--- src/rtl/eight_bit_wallace_product_accumulator_if.sv ---
// Handshake bundle for the Wallace-tree product accumulator.
// The master side produces 16-bit products and consumes window sums;
// the slave side is the accumulator itself.
`timescale 1ns/1ps

interface eight_bit_wallace_product_accumulator_if #(
  parameter int ACC_W = 24
);
  logic [15:0]      prod_in;
  logic             in_valid;
  logic             in_ready;
  logic             clear;
  logic [ACC_W-1:0] acc_out;
  logic             out_valid;
  logic             out_ready;
  logic             ovf;

  modport master (
    output prod_in,
    output in_valid,
    output clear,
    output out_ready,
    input  in_ready,
    input  acc_out,
    input  out_valid,
    input  ovf
  );

  modport slave (
    input  prod_in,
    input  in_valid,
    input  clear,
    input  out_ready,
    output in_ready,
    output acc_out,
    output out_valid,
    output ovf
  );
endinterface

--- src/rtl/eight_bit_wallace_product_accumulator.sv ---
// Accumulates N_ACC unsigned 16-bit products (output of an 8x8 Wallace
// reduction) into an ACC_W-bit window sum and presents it with a
// valid/ready handshake. Each accepted product sits one cycle in a pipe
// register before being added, so the final sum appears two cycles after
// the last accept.
//
// Build option: WALLACE_ACC_SATURATE_EN
//   defined   -> an overflowing add clamps the accumulator to all-ones
//   undefined -> an overflowing add wraps modulo 2^ACC_W
//   Either way ovf is set and stays set until transfer, clear or reset.
`timescale 1ns/1ps

module eight_bit_wallace_product_accumulator #(
  parameter int ACC_W = 24,
  parameter int N_ACC = 16
) (
  input logic clk,
  input logic rst_n,
  eight_bit_wallace_product_accumulator_if.slave bus
);

  typedef enum logic [1:0] {
    IDLE  = 2'd0,
    ACCUM = 2'd1,
    DRAIN = 2'd2,
    HOLD  = 2'd3
  } state_t;

  // Window length as an 8-bit count target; N_ACC never exceeds 255, so the
  // counter can never wrap before it reaches the target.
  localparam logic [7:0] N_ACC_U8 = 8'(N_ACC);

  state_t           state_reg;
  state_t           state_next;

  // Held low through reset and for the first edge after it, so in_ready only
  // rises on the first clock edge after rst_n deasserts.
  logic             ready_en_reg;

  logic [15:0]      pipe_reg;
  logic [15:0]      pipe_next;
  logic             pipe_valid_reg;
  logic             pipe_valid_next;

  logic [7:0]       count_reg;
  logic [7:0]       count_next;

  logic [ACC_W-1:0] acc_reg;
  logic [ACC_W-1:0] acc_next;
  logic             ovf_reg;
  logic             ovf_next;

  logic [ACC_W-1:0] prod_ext;
  logic [ACC_W:0]   sum_full;

  logic             in_ready_int;
  logic             accept;
  logic             last_accept;
  logic             transfer;

  // Zero-extend the piped product to accumulator width.
  genvar gi;
  generate
    for (gi = 0; gi < ACC_W; gi++) begin : g_prod_ext
      if (gi < 16) begin : g_bit
        assign prod_ext[gi] = pipe_reg[gi];
      end else begin : g_pad
        assign prod_ext[gi] = 1'b0;
      end
    end
  endgenerate

  // One extra bit captures the carry out of the add for overflow detection.
  assign sum_full = {1'b0, acc_reg} + {1'b0, prod_ext};

  // Input side accepts only while the window is still open.
  assign in_ready_int = ready_en_reg && ((state_reg == IDLE) || (state_reg == ACCUM));
  assign accept       = bus.in_valid && in_ready_int;
  assign last_accept  = accept && ((count_reg + 8'd1) == N_ACC_U8);
  assign transfer     = (state_reg == HOLD) && bus.out_ready;

  assign bus.in_ready = in_ready_int;
  assign bus.acc_out  = acc_reg;
  assign bus.ovf      = ovf_reg;

  // State register; reset drops any partial window immediately.
  always_ff @(posedge clk or negedge rst_n) begin
    if (!rst_n) begin
      state_reg <= IDLE;
    end else begin
      state_reg <= state_next;
    end
  end

  // Next-state and handshake output decode; clear overrides every transition.
  always_comb begin
    state_next    = state_reg;
    bus.out_valid = 1'b0;
    case (state_reg)
      IDLE, ACCUM: begin
        if (last_accept) begin
          state_next = DRAIN;
        end else if (accept) begin
          state_next = ACCUM;
        end
      end
      DRAIN: begin
        state_next = HOLD;
      end
      HOLD: begin
        bus.out_valid = 1'b1;
        if (transfer) begin
          state_next = IDLE;
        end
      end
      default: begin
        state_next = IDLE;
      end
    endcase
    if (bus.clear) begin
      state_next = IDLE;
    end
  end

  // Datapath next-values: pipe load, accumulate with overflow handling,
  // window restart on transfer, and abort on clear.
  always_comb begin
    pipe_next       = accept ? bus.prod_in : 16'd0;
    pipe_valid_next = accept;
    count_next      = accept ? (count_reg + 8'd1) : count_reg;
    acc_next        = acc_reg;
    ovf_next        = ovf_reg;

    if (pipe_valid_reg) begin
      if (sum_full[ACC_W]) begin
        ovf_next = 1'b1;
`ifdef WALLACE_ACC_SATURATE_EN
        acc_next = {ACC_W{1'b1}};
`else
        acc_next = sum_full[ACC_W-1:0];
`endif
      end else begin
        acc_next = sum_full[ACC_W-1:0];
      end
    end

    // The pipe is always empty in HOLD, so restarting here loses nothing.
    if (transfer) begin
      acc_next   = '0;
      count_next = 8'd0;
      ovf_next   = 1'b0;
    end

    // A product accepted in the clear cycle is dropped along with the window.
    if (bus.clear) begin
      pipe_next       = 16'd0;
      pipe_valid_next = 1'b0;
      count_next      = 8'd0;
      acc_next        = '0;
      ovf_next        = 1'b0;
    end
  end

  // Datapath registers with asynchronous reset to an empty window.
  always_ff @(posedge clk or negedge rst_n) begin
    if (!rst_n) begin
      ready_en_reg   <= 1'b0;
      pipe_reg       <= 16'd0;
      pipe_valid_reg <= 1'b0;
      count_reg      <= 8'd0;
      acc_reg        <= '0;
      ovf_reg        <= 1'b0;
    end else begin
      ready_en_reg   <= 1'b1;
      pipe_reg       <= pipe_next;
      pipe_valid_reg <= pipe_valid_next;
      count_reg      <= count_next;
      acc_reg        <= acc_next;
      ovf_reg        <= ovf_next;
    end
  end

endmodule

--- src/flat_wrapper.sv ---
// flat-port wrapper written by rule: the top's interface ports become plain ports
module eight_bit_wallace_product_accumulator_flat 
#(
  parameter int ACC_W = 24,
  parameter int N_ACC = 16
)
  (clk, rst_n, bus_prod_in, bus_in_valid, bus_clear, bus_out_ready, bus_in_ready, bus_acc_out, bus_out_valid, bus_ovf);
  eight_bit_wallace_product_accumulator_if #(.ACC_W(ACC_W)) bus_i ();
  input logic clk;
  input logic rst_n;
  input wire logic [$bits(bus_i.prod_in)-1:0] bus_prod_in;
  input wire logic [$bits(bus_i.in_valid)-1:0] bus_in_valid;
  input wire logic [$bits(bus_i.clear)-1:0] bus_clear;
  input wire logic [$bits(bus_i.out_ready)-1:0] bus_out_ready;
  output wire logic [$bits(bus_i.in_ready)-1:0] bus_in_ready;
  output wire logic [$bits(bus_i.acc_out)-1:0] bus_acc_out;
  output wire logic [$bits(bus_i.out_valid)-1:0] bus_out_valid;
  output wire logic [$bits(bus_i.ovf)-1:0] bus_ovf;
  assign bus_i.prod_in = bus_prod_in;
  assign bus_i.in_valid = bus_in_valid;
  assign bus_i.clear = bus_clear;
  assign bus_i.out_ready = bus_out_ready;
  assign bus_in_ready = bus_i.in_ready;
  assign bus_acc_out = bus_i.acc_out;
  assign bus_out_valid = bus_i.out_valid;
  assign bus_ovf = bus_i.ovf;
  eight_bit_wallace_product_accumulator #(.ACC_W(ACC_W), .N_ACC(N_ACC)) u_core (.clk(clk), .rst_n(rst_n), .bus(bus_i));
endmodule
--- config.mk ---
export PLATFORM = sky130hd
export DESIGN_NAME = eight_bit_wallace_product_accumulator_flat
export DESIGN_NICKNAME = d
export VERILOG_FILES = /design/src/rtl/eight_bit_wallace_product_accumulator_if.sv /design/src/rtl/eight_bit_wallace_product_accumulator.sv /design/src/flat_wrapper.sv
export SDC_FILE = /design/constraint.sdc
export NUM_CORES = 1
export LEC_CHECK = 0
export ABC_CLOCK_PERIOD_IN_PS = 5900
export CAP_MARGIN = 0
export CELL_PAD_IN_SITES_DETAIL_PLACEMENT = 0
export CELL_PAD_IN_SITES_GLOBAL_PLACEMENT = 1
export CORE_ASPECT_RATIO = 0.5
export CORE_UTILIZATION = 37
export DETAILED_ROUTE_END_ITERATION = 8
export PLACE_DENSITY_LB_ADDON = 0.12
export SLEW_MARGIN = 25
export SYNTH_ARGS = -nofsm -noshare
export SYNTH_HDL_FRONTEND = slang
export SYNTH_SLANG_ARGS = --single-unit
export TNS_END_PERCENT = 10
--- constraint.sdc ---
create_clock -name clk -period 5.9 [get_ports clk]
set_clock_uncertainty 0.05 [all_clocks]
set_input_delay 1.77 -clock clk [delete_from_list [all_inputs] [get_ports clk]]
set_output_delay 1.77 -clock clk [all_outputs]
set_load 0.02 [all_outputs]
After elaboration in Yosys (flattened, before gate mapping)
Index checks and enable logic that the tools add are counted.
{"block": "totals", "ff_bits": 53, "in_bits": 21, "output_inout_bits": 27, "wordCells": 46}
{"block": "op_classes", "n_addsub": 2, "n_eq_ne": 6, "n_mux": 19, "reduce_logical": 12}
{"op": "$mux 24", "count": 3}
{"op": "$mux 16", "count": 2}
{"op": "$add 24x16->25", "count": 1}
{"op": "$mux 8", "count": 3}
{"op": "$reduce_bool 3->1", "count": 3}
{"op": "$add 8x1->8 const B", "count": 1}
{"op": "$eq 8x5->1 const B", "count": 1}
{"op": "$mux 2", "count": 4}
{"op": "$mux 1", "count": 6}
{"op": "$pmux 2 s3", "count": 1}
{"op": "$eq 2x2->1 const B", "count": 2}
{"op": "$logic_and 1x1->1", "count": 4}
{"op": "$ne 4x2->1 const B", "count": 1}
{"op": "$reduce_and 2->1", "count": 2}
{"op": "$ne 3x2->1 const B", "count": 1}
{"op": "$eq 2x1->1 const B", "count": 1}
{"op": "$logic_not 2->1", "count": 1}
{"op": "$reduce_or 2->1", "count": 1}
{"op": "$logic_or 1x1->1", "count": 1}

Logic depth before layout (Yosys ltp)
Gate-level depths: netlist of run 1.
{"block": "logic_depth", "word_depth": 8, "depth_mapped": 8, "mapped_depth_nobuf": 7}

Least setup slack after synthesis of run 1
Ideal clock, no wire load.
{"block": "synth_timing", "path_kind": "input-to-reg", "from": "input bus_out_ready", "to": "register u_core.acc_reg[17] (netlist: u_core.bus.acc_out[17])", "setup_time_ps": 69, "arrival_ps": 3027, "required_ps": 5781, "slack_ps": 2754, "cell_stages": 5, "path_buffers": 1, "path_cell_list": "a31o_2 > or3_1 > buf_2 > or4_1 > nand3_1"}
{"block": "synth_via", "elab_chain_len": 3, "word_cells_on_any_way": 4, "cone_classes": "mux (2); reduce/logical (2)"}
{"item": "from (decl)", "line": "flat_wrapper.sv:14", "text": "input wire logic [$bits(bus_i.out_ready)-1:0] bus_out_ready;"}
{"item": "$logic_and 1x1->1 *", "line": "eight_bit_wallace_product_accumulator.sv:80", "text": "assign transfer = (state_reg == HOLD) && bus.out_ready;"}
{"item": "$mux 24", "line": "eight_bit_wallace_product_accumulator.sv:148", "text": "if (transfer) begin"}
{"item": "$mux 24", "line": "eight_bit_wallace_product_accumulator.sv:155", "text": "if (bus.clear) begin"}
{"item": "to (signal assigned)", "line": "eight_bit_wallace_product_accumulator.sv:178", "text": "acc_reg <= acc_next;"}
{"item": "to (decl)", "line": "eight_bit_wallace_product_accumulator.sv:48", "text": "logic [ACC_W-1:0] acc_reg;"}
Every way passes the cells marked *; elsewhere a longest branch is shown, timed or not.
A chain may end at the register's enable or synchronous reset.

Final worst setup path of run 1
{"block": "layout_timing", "from": "input bus_out_ready", "to": "register u_core.acc_reg[19] (netlist: u_core.bus.acc_out[19])"}
Same word-level chain as after synthesis.

==> summary.txt, run 1 <==
Run status
  • Outcome: finished with violations
  • Failing checks: design-rule violations

STA
  • Max Clk Rate: between 200 and 300 MHz
  • Normalized max-slew margin: between 30 and 40%
  • Fin crit share: 62.0%
  • Setup violators final: 0
  • Setup TNS: 0 ns
  • Final Hold Vio Count: 0
  • Hold_ws: 0.451 ns
  • Fin. max-slew vios: 0
  • Slew @ Worst Pin: 0.948 ns
  • RSZ-0062 raised after global routing: false
  • Fin crit period: 3.66 ns
  • Final WS setup: 2.24 ns

Global route
  • GRT Resource Usage Total: between 10% and 20%
  • Largest net degree at the start of global routing: 54
  • Total grt overflow: 0
  • Initial antenna violation count: 0
  • Vias in the first global route: about 2.8k
  • First-pass GRT wire length: between 10000 and 15000 um

Yosys
  • Top post-synthesis cells by area: dfrtp_1 (38%), ha_1 (6.5%), nand3_1 (4.1%)
  • Post-synth EDFFs: 0
  • Post-synth ARST share: 100%
  • Yosys top cell by area: dfrtp_1
  • Top cell type's share of synthesized area: roughly 38%
  • Mapped Nets: 413
  • Synth warn: 0
  • Synth top cells by count: dfrtp_1 (53), nand2_1 (30), nand3_1 (28)
  • Synth Instances: around 370
  • Top FF cell, synth: dfrtp_1
  • Post-Synthesis Cell Area: approximately 3500 um2
  • Average size of a mapped cell: just over 9 um2
  • Synth unique cells: between 60 and 70
  • Most frequent cell after synthesis: dfrtp_1
  • #FFs+latches synth: 53
  • Seq/Total Area, Yosys: between 30% and 40%

Clocking
  • # resized after CTS: 0
  • Cts hold-fix bufs: 0
  • CTS tree: yes
  • Setup Buffers After CTS: 0
  • TritonCTS Sinks: between 50 and 60
  • H-tree Lvls: 2
  • Clock transition at path regs: 0.07 ns
  • Worst-Skew Late Latency: 0.30 ns
  • Total CTS buffers: 5
  • CTS max path bufs: 2
  • CTS root buf: clkbuf_16

Critical path
  • WS Path Type: input port to register
  • Top cell family by delay on the critical path: simple AND/OR/NAND/NOR gates
  • CP Capture Type: register
  • CP startpoint: bus_out_ready
  • Critical path peak fanout: 23
  • Buf/Inv on CP: 1
  • Startpoint Class: input port
  • Slowest stage delay, CP: ~0.55 ns
  • Slowest CP cell: or3_1
  • Worst EP required: 6.08 ns
  • Cells along the critical path: clkdlybuf4s50_1 -> a31o_2 -> or3_1 -> or4_1 -> nand3_1
  • Data arrival, critical path: ~3.8 ns
  • Launch point of the worst reg-to-reg path: u_core.bus.acc_out[0]

Drt
  • Initial DRC Count: approximately 210
  • Via count: a little over 3k
  • Detailed Routing Iterations Pass 1: 7
  • DRC Markers: 2
  • Final ANT Viol Nets: 0
  • Drt total wl: around 8600 um
  • Mean number of vias per cell: slightly below 6
  • Routed len/inst: approximately 16 um

Cells and area
  • Layout overhead on the synthesized area: 20.4%
  • Max FFs per register: 24
  • Final net count: ~450
  • Layout cells sized above 1: ~6.7%
  • Diode count: 0
  • Final Non-Filler Cells: roughly 520

Placement
  • Cells after DPL: between 500 and 600
  • Post-Place Setup Slack: about 2 ns
  • Port Buffers: 47
  • Final HPWL DP: just under 6000 um
  • Placer Congestion: roughly 0.77

Power
  • Net Sw Power: between 200 and 250 uW
  • Clock network power share: approximately two fifths
  • Power per cell area: between 200 and 250 nW/um2
  • Internal: 635 uW
  • Sequential power share: a little under half
  • Leak: about 1.9 nW
  • VDD IR max: approximately 120 uV
  • Combinational power share: between 10% and 20%
  • Switch share: 26.9%

Hold path
  • Type of the most critical hold path: register to register
  • Hold Crit Start: u_core.bus.ovf

Floorplan
  • Io pins: 48
  • Core area: around 8900 um2
  • Die area: a little under 10000 um2
  • Die Width: 139 um
  • Starting Density: approximately two fifths
  • FP Rows: 24
  • Vert. Die Dim: 70.3 um

Run
  • Max_cap viols: 0
==> stage by stage <==
stage | cell area, um2 | utilization [%] | power, mW
after floorplan | 3450 | - | 0.467
after global placement | 3980 | 44.8 | 0.519
after detailed placement | 3980 | 44.8 | 0.523
after CTS | 4160 | 46.8 | 0.879
after global routing | 4160 | 46.8 | 0.910
final | 4160 | 46.8 | 0.868
==> layout make-up <==
cell class / instances / area [um2]
clock buffers: 5 / 125
clock inverters: 3 / 47.5
fillers: 857 / 4730
inverters: 9 / 33.8
multi-input cells: 286 / 1990
flip-flops and latches: 53 / 1330
well taps: 117 / 146
repair buffers: 50 / 488
==> final timing paths <==
check	to	slack, ns	cells after the start
min in group asynchronous	u_core.bus.acc_out[16]	1.55	2
worst max register to register	u_core.bus.ovf	2.92	7
worst max-delay path	u_core.bus.acc_out[19]	2.24	5
max in group asynchronous	u_core.bus.acc_out[3]	3.78	2
worst min-delay path	u_core.bus.ovf	0.45	1
worst min register to register	u_core.bus.ovf	0.45	1
==> metal layers <==
layer | global-route usage [%] | vias to the layer above | routed length [um]
li1 | - | 1466 | -
met1 | 24.5 | 1500 | 4110
met2 | 30.2 | 85 | 4080
met3 | 3.84 | 4 | 382
met4 | 3.12 | 0 | 21
met5 | 0 | - | 0
==> cells in the final DEF (no fill, tap or decap), types with 3 or more instances in the layout <==
cell type	n
a21o_1	5
clkdlybuf4s50_1	46
a211oi_1	6
or4_1	8
mux2i_1	8
nand3b_1	7
nand2_1	30
nor3_1	8
clkbuf_16	5
xor2_1	7
inv_1	8
o21ai_0	13
o211ai_1	4
dfrtp_1	53
o31ai_1	4
nor4b_1	4
nand3_1	28
ha_1	18
nor4_1	3
and2_1	3
nand4_1	15
nor2b_1	4
a31oi_1	4
a221oi_1	3
and3_1	22
buf_4	3
a21oi_1	12
nor2_1	18
o311a_1	4
and4_1	3
xnor2_1	4
==> power groups by stage <==
stage	clock network [mW]	registers [mW]	logic (mW)
finish	0.353	0.395	0.121
global route	0.381	0.398	0.132
CTS	0.363	0.394	0.121
detailed placement	0	0.402	0.121
global placement	0	0.401	0.118
floorplan	0	0.407	0.0606
==> logic make-up after synthesis <==
kind of cell	Yosys count	synth area share [%]
compound gates	81	18.0
xor+xnor	11	2.79
fa+ha+maj	19	7.11
buf+inv	34	4.24
flops	53	38.4
mux	10	2.97
other cells	1	0.109
simple gates	164	26.4
(Power assumes the default switching activity.)
==> run 2: changes to the inputs <==
--- a/config.mk
+++ b/config.mk
@@ -5,7 +5,7 @@
 export SDC_FILE = /design/constraint.sdc
 export NUM_CORES = 1
 export LEC_CHECK = 0
-export ABC_CLOCK_PERIOD_IN_PS = 5900
+export ABC_CLOCK_PERIOD_IN_PS = 3800
 export CAP_MARGIN = 0
 export CELL_PAD_IN_SITES_DETAIL_PLACEMENT = 0
 export CELL_PAD_IN_SITES_GLOBAL_PLACEMENT = 1
==> constraint.sdc (replaced) <==
create_clock -name clk -period 3.8 [get_ports clk]
set_clock_uncertainty 0.05 [all_clocks]
set_input_delay 1.14 -clock clk [delete_from_list [all_inputs] [get_ports clk]]
set_output_delay 1.14 -clock clk [all_outputs]
set_load 0.02 [all_outputs]
==> run 2 against run 1 <==
Compared with the run above:
- the run still ends with design-rule violations left
- clock power up 40%
- sequential share of layout area down 0.16 points
- first-iteration DRC count up 1.4%
- non-clock buffer count up 6
- worst hold slack worse by 0.0072 ns
- count of clock-buffer cells in the layout unchanged
- via count down 0.39%
- critical endpoint is now u_core.bus.acc_out[21]
==> summary.txt, run 2 (same netlist as run 1, synthesis figures left out) <==
Critical path
  • WS Path Type: input port to register (unchanged)
  • FF-to-FF End: u_core.bus.ovf (unchanged)
  • CP Capture Type: register (unchanged)
  • Reg2Reg Setup Slack: 1.22 ns (was 2.92 ns)
  • Startpoint Class: input port (unchanged)
  • CP startpoint: bus_out_ready (unchanged)
  • Data arrival, critical path: 3.01 ns (was 3.84 ns)
  • R2R depth: 8 (was 7)
  • Worst EP required: 4.00 ns (was 6.08 ns)
  • Crit path capture: u_core.bus.acc_out[21] (was u_core.bus.acc_out[19])
  • Critical path peak fanout: 9 (was 23)
  • Launch point of the worst reg-to-reg path: u_core.bus.acc_out[0] (unchanged)

Cells and area
  • FILL cells: 855 (was 857)
  • Util after Layout: 47.0% (was 46.8%)
  • Commonest non-fill, non-tap cell in the layout: dfrtp_1 (unchanged)
  • Layout overhead on the synthesized area: 21.1% (was 20.4%)
  • Final net count: 451 (was 445)
  • Layout cells sized above 1: 7.77% (was 6.65%)
  • Multi-input gate area: 1980 um2 (was 1990 um2)
  • Diode count: 0 (unchanged)
  • FF/Latch Area: 1330 um2 (unchanged)
  • Final Cell Area: 4180 um2 (was 4160 um2)
  • Max FFs per register: 24 (unchanged)
  • Most frequent cells in the layout: dfrtp_1 (53), clkdlybuf4s50_1 (46), nand2_1 (30) (unchanged)

Clocking
  • Clock transition at path regs: 0.08 ns (was 0.07 ns)
  • Cts hold-fix bufs: 0 (unchanged)
  • Worst-Skew Late Latency: 0.30 ns (about the same)
  • Total CTS buffers: 5 (unchanged)
  • TritonCTS Sinks: 53 (unchanged)
  • CTS max path bufs: 2 (unchanged)
  • CTS tree: yes (unchanged)
  • H-tree Lvls: 2 (unchanged)
  • CTS root buf: clkbuf_16 (unchanged)
  • # resized after CTS: 0 (unchanged)
  • Setup Buffers After CTS: 0 (unchanged)

Power
  • Leak: 1.95 nW (was 1.93 nW)
  • VDD IR max: 176 uV (was 124 uV)
  • Total power: 1.30 mW (was 868 uW)
  • Power per cell area: 310 nW/um2 (was 209 nW/um2)

STA
  • Fin. max-slew vios: 0 (unchanged)
  • Max Clk Rate: 355 MHz
  • Normalized max-slew margin: 58.0% (was 36.8%)
  • Final Hold Vio Count: 0 (unchanged)
  • Fin crit share: approximately three quarters
  • RSZ-0062 raised after global routing: false (unchanged)
  • Slew @ Worst Pin: 0.630 ns (was 0.948 ns)
  • Setup TNS: 0 ns (unchanged)
  • Setup violators final: 0 (unchanged)
  • Fin crit period: 2.82 ns

Drt
  • Initial DRC Count: 210 (was 207)
  • Routed len/inst: 16.6 um (was 16.4 um)
  • DRC Markers: 2 (unchanged)
  • Mean number of vias per cell: 5.75 (was 5.84)
  • Drt total wl: 8790 um (was 8590 um)
  • Final ANT Viol Nets: 0 (unchanged)
  • Detailed Routing Iterations Pass 1: 6 (was 7)
  • Via count: 3043 (was 3055)

Run
  • Max_cap viols: 0 (unchanged)

Floorplan
  • Core area: 8890 um2 (unchanged)
  • Io pins: 48 (unchanged)
  • Starting Density: 38.8% (unchanged)
  • Die area: 9740 um2 (unchanged)
  • Die Width: 139 um (unchanged)
  • FP Rows: 24 (unchanged)
  • Vert. Die Dim: 70.3 um (unchanged)

Global route
  • Largest net degree at the start of global routing: 30 (was 54)
  • Initial antenna violation count: 0 (unchanged)
  • GRT met3 Usage: 4.18% (was 3.84%)
  • Gr busiest metal: met2 (unchanged)
  • Total grt overflow: 0 (unchanged)
  • Vias in the first global route: 2959 (was 2834)
  • GRT Resource Usage Total: 19.3% (was 18.1%)
  • First-pass GRT wire length: 14800 um (was 14200 um)
  • Met2 Usage GRT: 30.8% (was 30.2%)
  • Met1 usage: 26.1% (was 24.5%)

Placement
  • Port Buffers: 47 (unchanged)
  • Dpl cell area: 4020 um2 (was 3980 um2)
  • Placer Congestion: 0.849 (was 0.774)
  • Final HPWL DP: 6320 um (was 5910 um)

Run status
  • Outcome: finished with violations (unchanged)
  • Failing checks: design-rule violations (unchanged)

Hold path
  • Type of the most critical hold path: register to register (unchanged)
[run 2: worst min path at each step]
stage                        startpoint             endpoint  slack [ns]  cells past startpoint
finish                   u_core.bus.ovf       u_core.bus.ovf        0.44                      1
global route             u_core.bus.ovf       u_core.bus.ovf        0.47                      1
CTS                      u_core.bus.ovf       u_core.bus.ovf        0.45                      1
detailed placement       u_core.bus.ovf       u_core.bus.ovf        0.43                      1
global placement         u_core.bus.ovf       u_core.bus.ovf        0.43                      1
floorplan           u_core.count_reg[7]  u_core.count_reg[7]        0.44                      1
[run 2: metrics by stage]
| stage | hold slack (ns) | setup WS, ns | cells |
|---|---|---|---|
| 2_1_floorplan | 0.443 | 1.28 | 373 |
| 3_3_place_gp | 0.427 | 0.684 | 521 |
| 6_report | 0.444 | 0.983 | 529 |
| 3_5_place_dp | 0.431 | 0.684 | 521 |
| 4_1_cts | 0.449 | 0.995 | 529 |
| 5_1_grt | 0.469 | 0.900 | 529 |
[run 2: where the power goes]
group	internal (mW)	switching (mW)	leakage (nW)
combinational	0.0884	0.101	1.17
clock	0.253	0.239	0.0763
sequential	0.584	0.0302	0.702
total	0.926	0.371	1.95
[run 2: area by class of cell]
cell class                 count  share of cell area, %
timing repair buffer          56                   12.8
clock inverter                 3                  0.689
clock buffer                   5                   2.99
inverter                       9                  0.809
multi-input combinational    286                   47.5
sequential                    53                   31.7
tap                          117                   3.50
[run 2: critical path, stage by stage]
cell             delay [ns]
clkdlybuf4s50_1        0.45
a31oi_2                0.48
o21ai_2                0.25
nor4b_1                0.42
a221o_1                0.17
a311o_1                0.10
[run 2: metal layers]
metal / vias to the layer above / wire length, um
met2: 52 / 3960
met4: 0 / 134
met3: 19 / 306
met5: - / 0
li1: 1487 / -
met1: 1485 / 4390
